File: src/rtl/hamming74_nibble_packer.sv
// Hamming(7,4) nibble packer: pulls data nibbles out of corrected codewords, pairs them into
// bytes on a registered valid/ready output and keeps saturating error statistics.
module hamming74_nibble_packer #(
  parameter bit          LSN_FIRST = 1'b1,
  parameter int unsigned CNT_W     = 16
) (
  input  logic             clk,
  input  logic             rst_n,
  input  logic             in_valid,
  output logic             in_ready,
  input  logic [6:0]       in_code,
  input  logic [2:0]       in_syndrome,
  input  logic             flush,
  output logic             out_valid,
  input  logic             out_ready,
  output logic [7:0]       out_byte,
  output logic             out_err,
  output logic             out_partial,
  input  logic             cnt_clr,
  output logic [CNT_W-1:0] par_err_cnt,
  output logic [CNT_W-1:0] dat_err_cnt
);

  localparam int unsigned NIB_W  = 4;
  localparam int unsigned BYTE_W = 8;

  typedef enum logic {EMPTY = 1'b0, HALF = 1'b1} state_t;

  state_t             state, state_nx;
  logic [NIB_W-1:0]   pend_nib, pend_nib_nx;
  logic               pend_err, pend_err_nx;
  logic               out_valid_nx, out_err_nx, out_partial_nx;
  logic [BYTE_W-1:0]  out_byte_nx;

  logic [NIB_W-1:0]   nib;
  logic               in_err, par_hit, dat_hit;
  logic               slot_free, in_fire;

  assign nib       = {in_code[6], in_code[5], in_code[4], in_code[2]};
  assign in_err    = |in_syndrome;
  assign par_hit   = $onehot(in_syndrome);
  assign dat_hit   = in_err & ~par_hit;
  assign slot_free = ~out_valid | out_ready;
  // In HALF the next codeword completes a byte, so it needs a free output slot.
  assign in_ready  = (state == EMPTY) | slot_free;
  assign in_fire   = in_valid & in_ready;

  // State, pending nibble and output register.
  always_ff @(posedge clk or negedge rst_n) begin
    if (!rst_n) begin
      state       <= EMPTY;
      pend_nib    <= '0;
      pend_err    <= 1'b0;
      out_valid   <= 1'b0;
      out_byte    <= '0;
      out_err     <= 1'b0;
      out_partial <= 1'b0;
    end else begin
      state       <= state_nx;
      pend_nib    <= pend_nib_nx;
      pend_err    <= pend_err_nx;
      out_valid   <= out_valid_nx;
      out_byte    <= out_byte_nx;
      out_err     <= out_err_nx;
      out_partial <= out_partial_nx;
    end
  end

  // Next state and output register load; outputs hold unless a byte is completed or flushed.
  always_comb begin
    state_nx       = state;
    pend_nib_nx    = pend_nib;
    pend_err_nx    = pend_err;
    out_valid_nx   = out_valid & ~out_ready;
    out_byte_nx    = out_byte;
    out_err_nx     = out_err;
    out_partial_nx = out_partial;

    case (state)
      EMPTY: begin
        if (in_fire) begin
          pend_nib_nx = nib;
          pend_err_nx = in_err;
          state_nx    = HALF;
        end
      end
      HALF: begin
        if (in_fire) begin
          out_byte_nx    = LSN_FIRST ? {nib, pend_nib} : {pend_nib, nib};
          out_err_nx     = pend_err | in_err;
          out_partial_nx = 1'b0;
          out_valid_nx   = 1'b1;
          pend_nib_nx    = '0;
          pend_err_nx    = 1'b0;
          state_nx       = EMPTY;
        end else if (flush && slot_free && !in_valid) begin
          out_byte_nx    = LSN_FIRST ? {NIB_W'(0), pend_nib} : {pend_nib, NIB_W'(0)};
          out_err_nx     = pend_err;
          out_partial_nx = 1'b1;
          out_valid_nx   = 1'b1;
          pend_nib_nx    = '0;
          pend_err_nx    = 1'b0;
          state_nx       = EMPTY;
        end
      end
      default: state_nx = EMPTY;
    endcase
  end

  // Saturating error counters; clear wins over a same-cycle increment.
  always_ff @(posedge clk or negedge rst_n) begin
    if (!rst_n) begin
      par_err_cnt <= '0;
      dat_err_cnt <= '0;
    end else if (cnt_clr) begin
      par_err_cnt <= '0;
      dat_err_cnt <= '0;
    end else if (in_fire) begin
      if (par_hit && (par_err_cnt != {CNT_W{1'b1}}))
        par_err_cnt <= par_err_cnt + CNT_W'(1);
      if (dat_hit && (dat_err_cnt != {CNT_W{1'b1}}))
        dat_err_cnt <= dat_err_cnt + CNT_W'(1);
    end
  end

endmodule

File: config.mk
export PLATFORM = sky130hd
export DESIGN_NAME = hamming74_nibble_packer
export DESIGN_NICKNAME = d
export VERILOG_FILES = /design/src/rtl/hamming74_nibble_packer.sv
export SDC_FILE = /design/constraint.sdc
export NUM_CORES = 1
export LEC_CHECK = 0
export CAP_MARGIN = 15
export CORE_UTILIZATION = 49
export CTS_CLUSTER_SIZE = 25
export DETAILED_ROUTE_END_ITERATION = 6
export PLACE_DENSITY = 0.79
export SETUP_SLACK_MARGIN = 0.4
export SLEW_MARGIN = 5
export SYNTH_ARGS = -nofsm -noshare
export SYNTH_HDL_FRONTEND = slang
export SYNTH_SLANG_ARGS = --single-unit
File: constraint.sdc
create_clock -name clk -period 1.9 [get_ports clk]
set_input_delay 0.57 -clock clk [delete_from_list [all_inputs] [get_ports clk]]
set_output_delay 0.57 -clock clk [all_outputs]
set_load 0.01 [all_outputs]
==> metrics.txt <==
Switching Fraction 0.353; first-pass GRT wire length 14.6 mm; RSZ-0062 raised after global routing yes; core area 4750 sq um; CTS tree yes; number of global-route vias before repair 2860; Mapped Area 2440 sq um; initial core utilization 0.513; Sink Count 49; CP Launch Type primary input; CTS Root Cell clkbuf_8; Post-synth EDFFs 0; I/O Buffers 56; Worst VDD drop 0.000455 V; number of buffers created by CTS 5; switching power 1.04 mW; Arr. time, crit path 2.33 ns; sequential power share 0.443; final setup violation count 17; clock latency on the worst-skew pair 0.33 ns; relative slew slack 0.629; Worst Path Required 2.12 ns; Cell Pwr Density 651 nW/um^2; yosys warns 0; share of post-route cells with drive strength above 1 0.552; Cell variety after synth 45; PnR worst setup slack -0.213 ns; Antenna Violating Nets Remaining 0; Post-DP HPWL 3.98 mm; ys flop type dfrtp_1; Logic pwr share 0.327; largest net degree at the start of global routing 50; maximum clock path buffer count 2; Starting DRT DRC Count 409; P&R area growth vs syn 86.3%; Worst Clk Skew 0.00625 ns; chip height 72.5 um; WL final 12.6 mm; GR Util All Layers 0.379; r2r worst-path depth 6; worst reg2reg path startpoint dat_err_cnt[11]; fmax 473 MHz; setup TNS -2.38 ns; post-layout min period 2.11 ns; Ports 60; worst hold slack 0.235 ns; die area 5260 sq um; Overflow after GRT 0; Synth async-reset ratio 1.00; Min-Delay Path Class in -> async; DR vias/cell 6.68; worst r2r dst dat_err_cnt[13]; H-tree levels 2; number of remaining DRC errors 0; Worst-path clk slew 0.10 ns; Worst R2R Setup Slack -0.08 ns; Max-cap violations 0; mean post-synth cell area 9.99 sq um; DR vias 3206; FP Rows 25; crit-path max FO 8; most common cell after layout, fill and taps aside buf_6; final net count 431; Setup CP Type in -> reg; status finished, violations left; synthesis-stage register bit count 49; count of final hold-check violations 0; Period Utilization, post-route 1.11; fin. max-slew vios 0; leakage 2.12 nW; Post-Syn Nets 263; crit end category flop; antenna violations before repair 0; first drt pass iteration count 5; drt wl/cell 26.3 um; failing checks negative setup slack; clock share of power 0.229; Die W 72.5 um; Cells after Synth 244; register area share after synthesis 0.503; routability congestion estimate 0.883; Antenna Cells 0; Int Pwr 1.91 mW; most frequent cells in the layout 65 x buf_6, 63 x buf_4, 41 x dfrtp_1, 31 x nor2_1, 25 x nand2_1; Worst Tran Pin Value 0.556 ns
==> stage by stage <==
step | power, mW | setup WS, ns | util | cell area [sq um] | std cells
2_1_floorplan | 1.64 | -0.155 | - | 2570 | 244
3_3_place_gp | 2.03 | -0.710 | 0.701 | 3330 | 378
3_5_place_dp | 2.06 | -0.780 | 0.701 | 3330 | 378
4_1_cts | 2.75 | -0.0298 | 0.884 | 4200 | 452
5_1_grt | 3.03 | -0.287 | 0.955 | 4540 | 480
6_report | 2.95 | -0.213 | 0.955 | 4540 | 480
==> worst max-delay path by stage <==
stage                   start               to  slack, ns  cells after the start
4_1_cts        in_syndrome[1]  par_err_cnt[10]      -0.03                      8
3_5_place_dp   in_syndrome[0]  par_err_cnt[13]      -0.78                      7
3_3_place_gp   in_syndrome[0]   par_err_cnt[8]      -0.71                      6
2_1_floorplan  in_syndrome[0]  par_err_cnt[11]      -0.16                      6
5_1_grt        in_syndrome[1]  par_err_cnt[11]      -0.29                      8
6_report       in_syndrome[1]   par_err_cnt[6]      -0.21                      8
==> cells by family after synthesis <==
family / count (synthesis) / share of synthesized area
AO/OA/AOI/OAI: 35 / 0.101
XOR/XNOR: 22 / 0.0791
adder cells (fa/ha/maj): 3 / 0.0185
buffers and inverters: 8 / 0.0164
flip-flops: 49 / 0.503
multiplexers: 3 / 0.0123
AND/OR/NAND/NOR: 124 / 0.270
==> synthesized netlist by cell type, types with 4 or more instances <==
master | number | area, sq um
nor2_1 | 32 | 120
clkbuf_1 | 4 | 15.0
nor2b_1 | 5 | 31.3
nand4_1 | 8 | 50.1
and3_1 | 5 | 31.3
dfrtp_1 | 49 | 1230
a21oi_1 | 7 | 35.0
nand2_1 | 27 | 101
nor3_1 | 6 | 30.0
o21ai_0 | 8 | 40.0
a22o_1 | 8 | 70.1
xnor2_1 | 20 | 175
nand3_1 | 14 | 70.1
nor4_1 | 6 | 37.5
==> area by class of cell <==
class | instances | area (sq um)
clock buffer | 5 | 68.8
clock inverter | 3 | 17.5
fill | 119 | 214
multi-input combinational | 188 | 1610
sequential | 49 | 1240
tap | 67 | 83.8
timing repair buffer | 168 | 1530
==> flip-flops by register name (all words and copies together), names as in the netlist <==
signal       count
pend_nib         4
out_err          1
dat_err_cnt     16
out_valid        1
out_partial      1
out_byte         8
pend_err         1
state            1
par_err_cnt     16
==> routing by layer <==
metal / global-route usage / vias up / wire length, um
li1: - / 1211 / -
met1: 0.467 / 1552 / 4330
met2: 0.614 / 345 / 5840
met3: 0.0847 / 98 / 1440
met4: 0.218 / 0 / 979
met5: 0 / - / 0
==> worst max-delay path, stage by stage <==
cell and delay (ns):
buf_6 0.10, fa_2 0.58, and3b_2 0.28, buf_6 0.14, nand2_8 0.09, nor4b_4 0.28
xnor2_1 0.19, nor2_1 0.10
==> power groups by stage <==
| stage | Sequential [mW] | Clock [mW] | Combinational [mW] |
|---|---|---|---|
| global placement | 1.31 | 0 | 0.725 |
| detailed placement | 1.31 | 0 | 0.742 |
| finish | 1.31 | 0.677 | 0.967 |
| global route | 1.32 | 0.694 | 1.02 |
| floorplan | 1.35 | 0 | 0.290 |
| CTS | 1.28 | 0.637 | 0.827 |
==> what timing repair did <==
| item | in CTS | in global routing |
|---|---|---|
| pin swaps | 39 | 29 |
| endpoints found under the setup margin | 86 | 71 |
| hold buffers | 0 | 0 |
| buffers inserted | 64 | 28 |
| cloned | 2 | 0 |
| gates resized for setup | 271 | 48 |
Note: power is estimated with default switching activity, not from simulation.
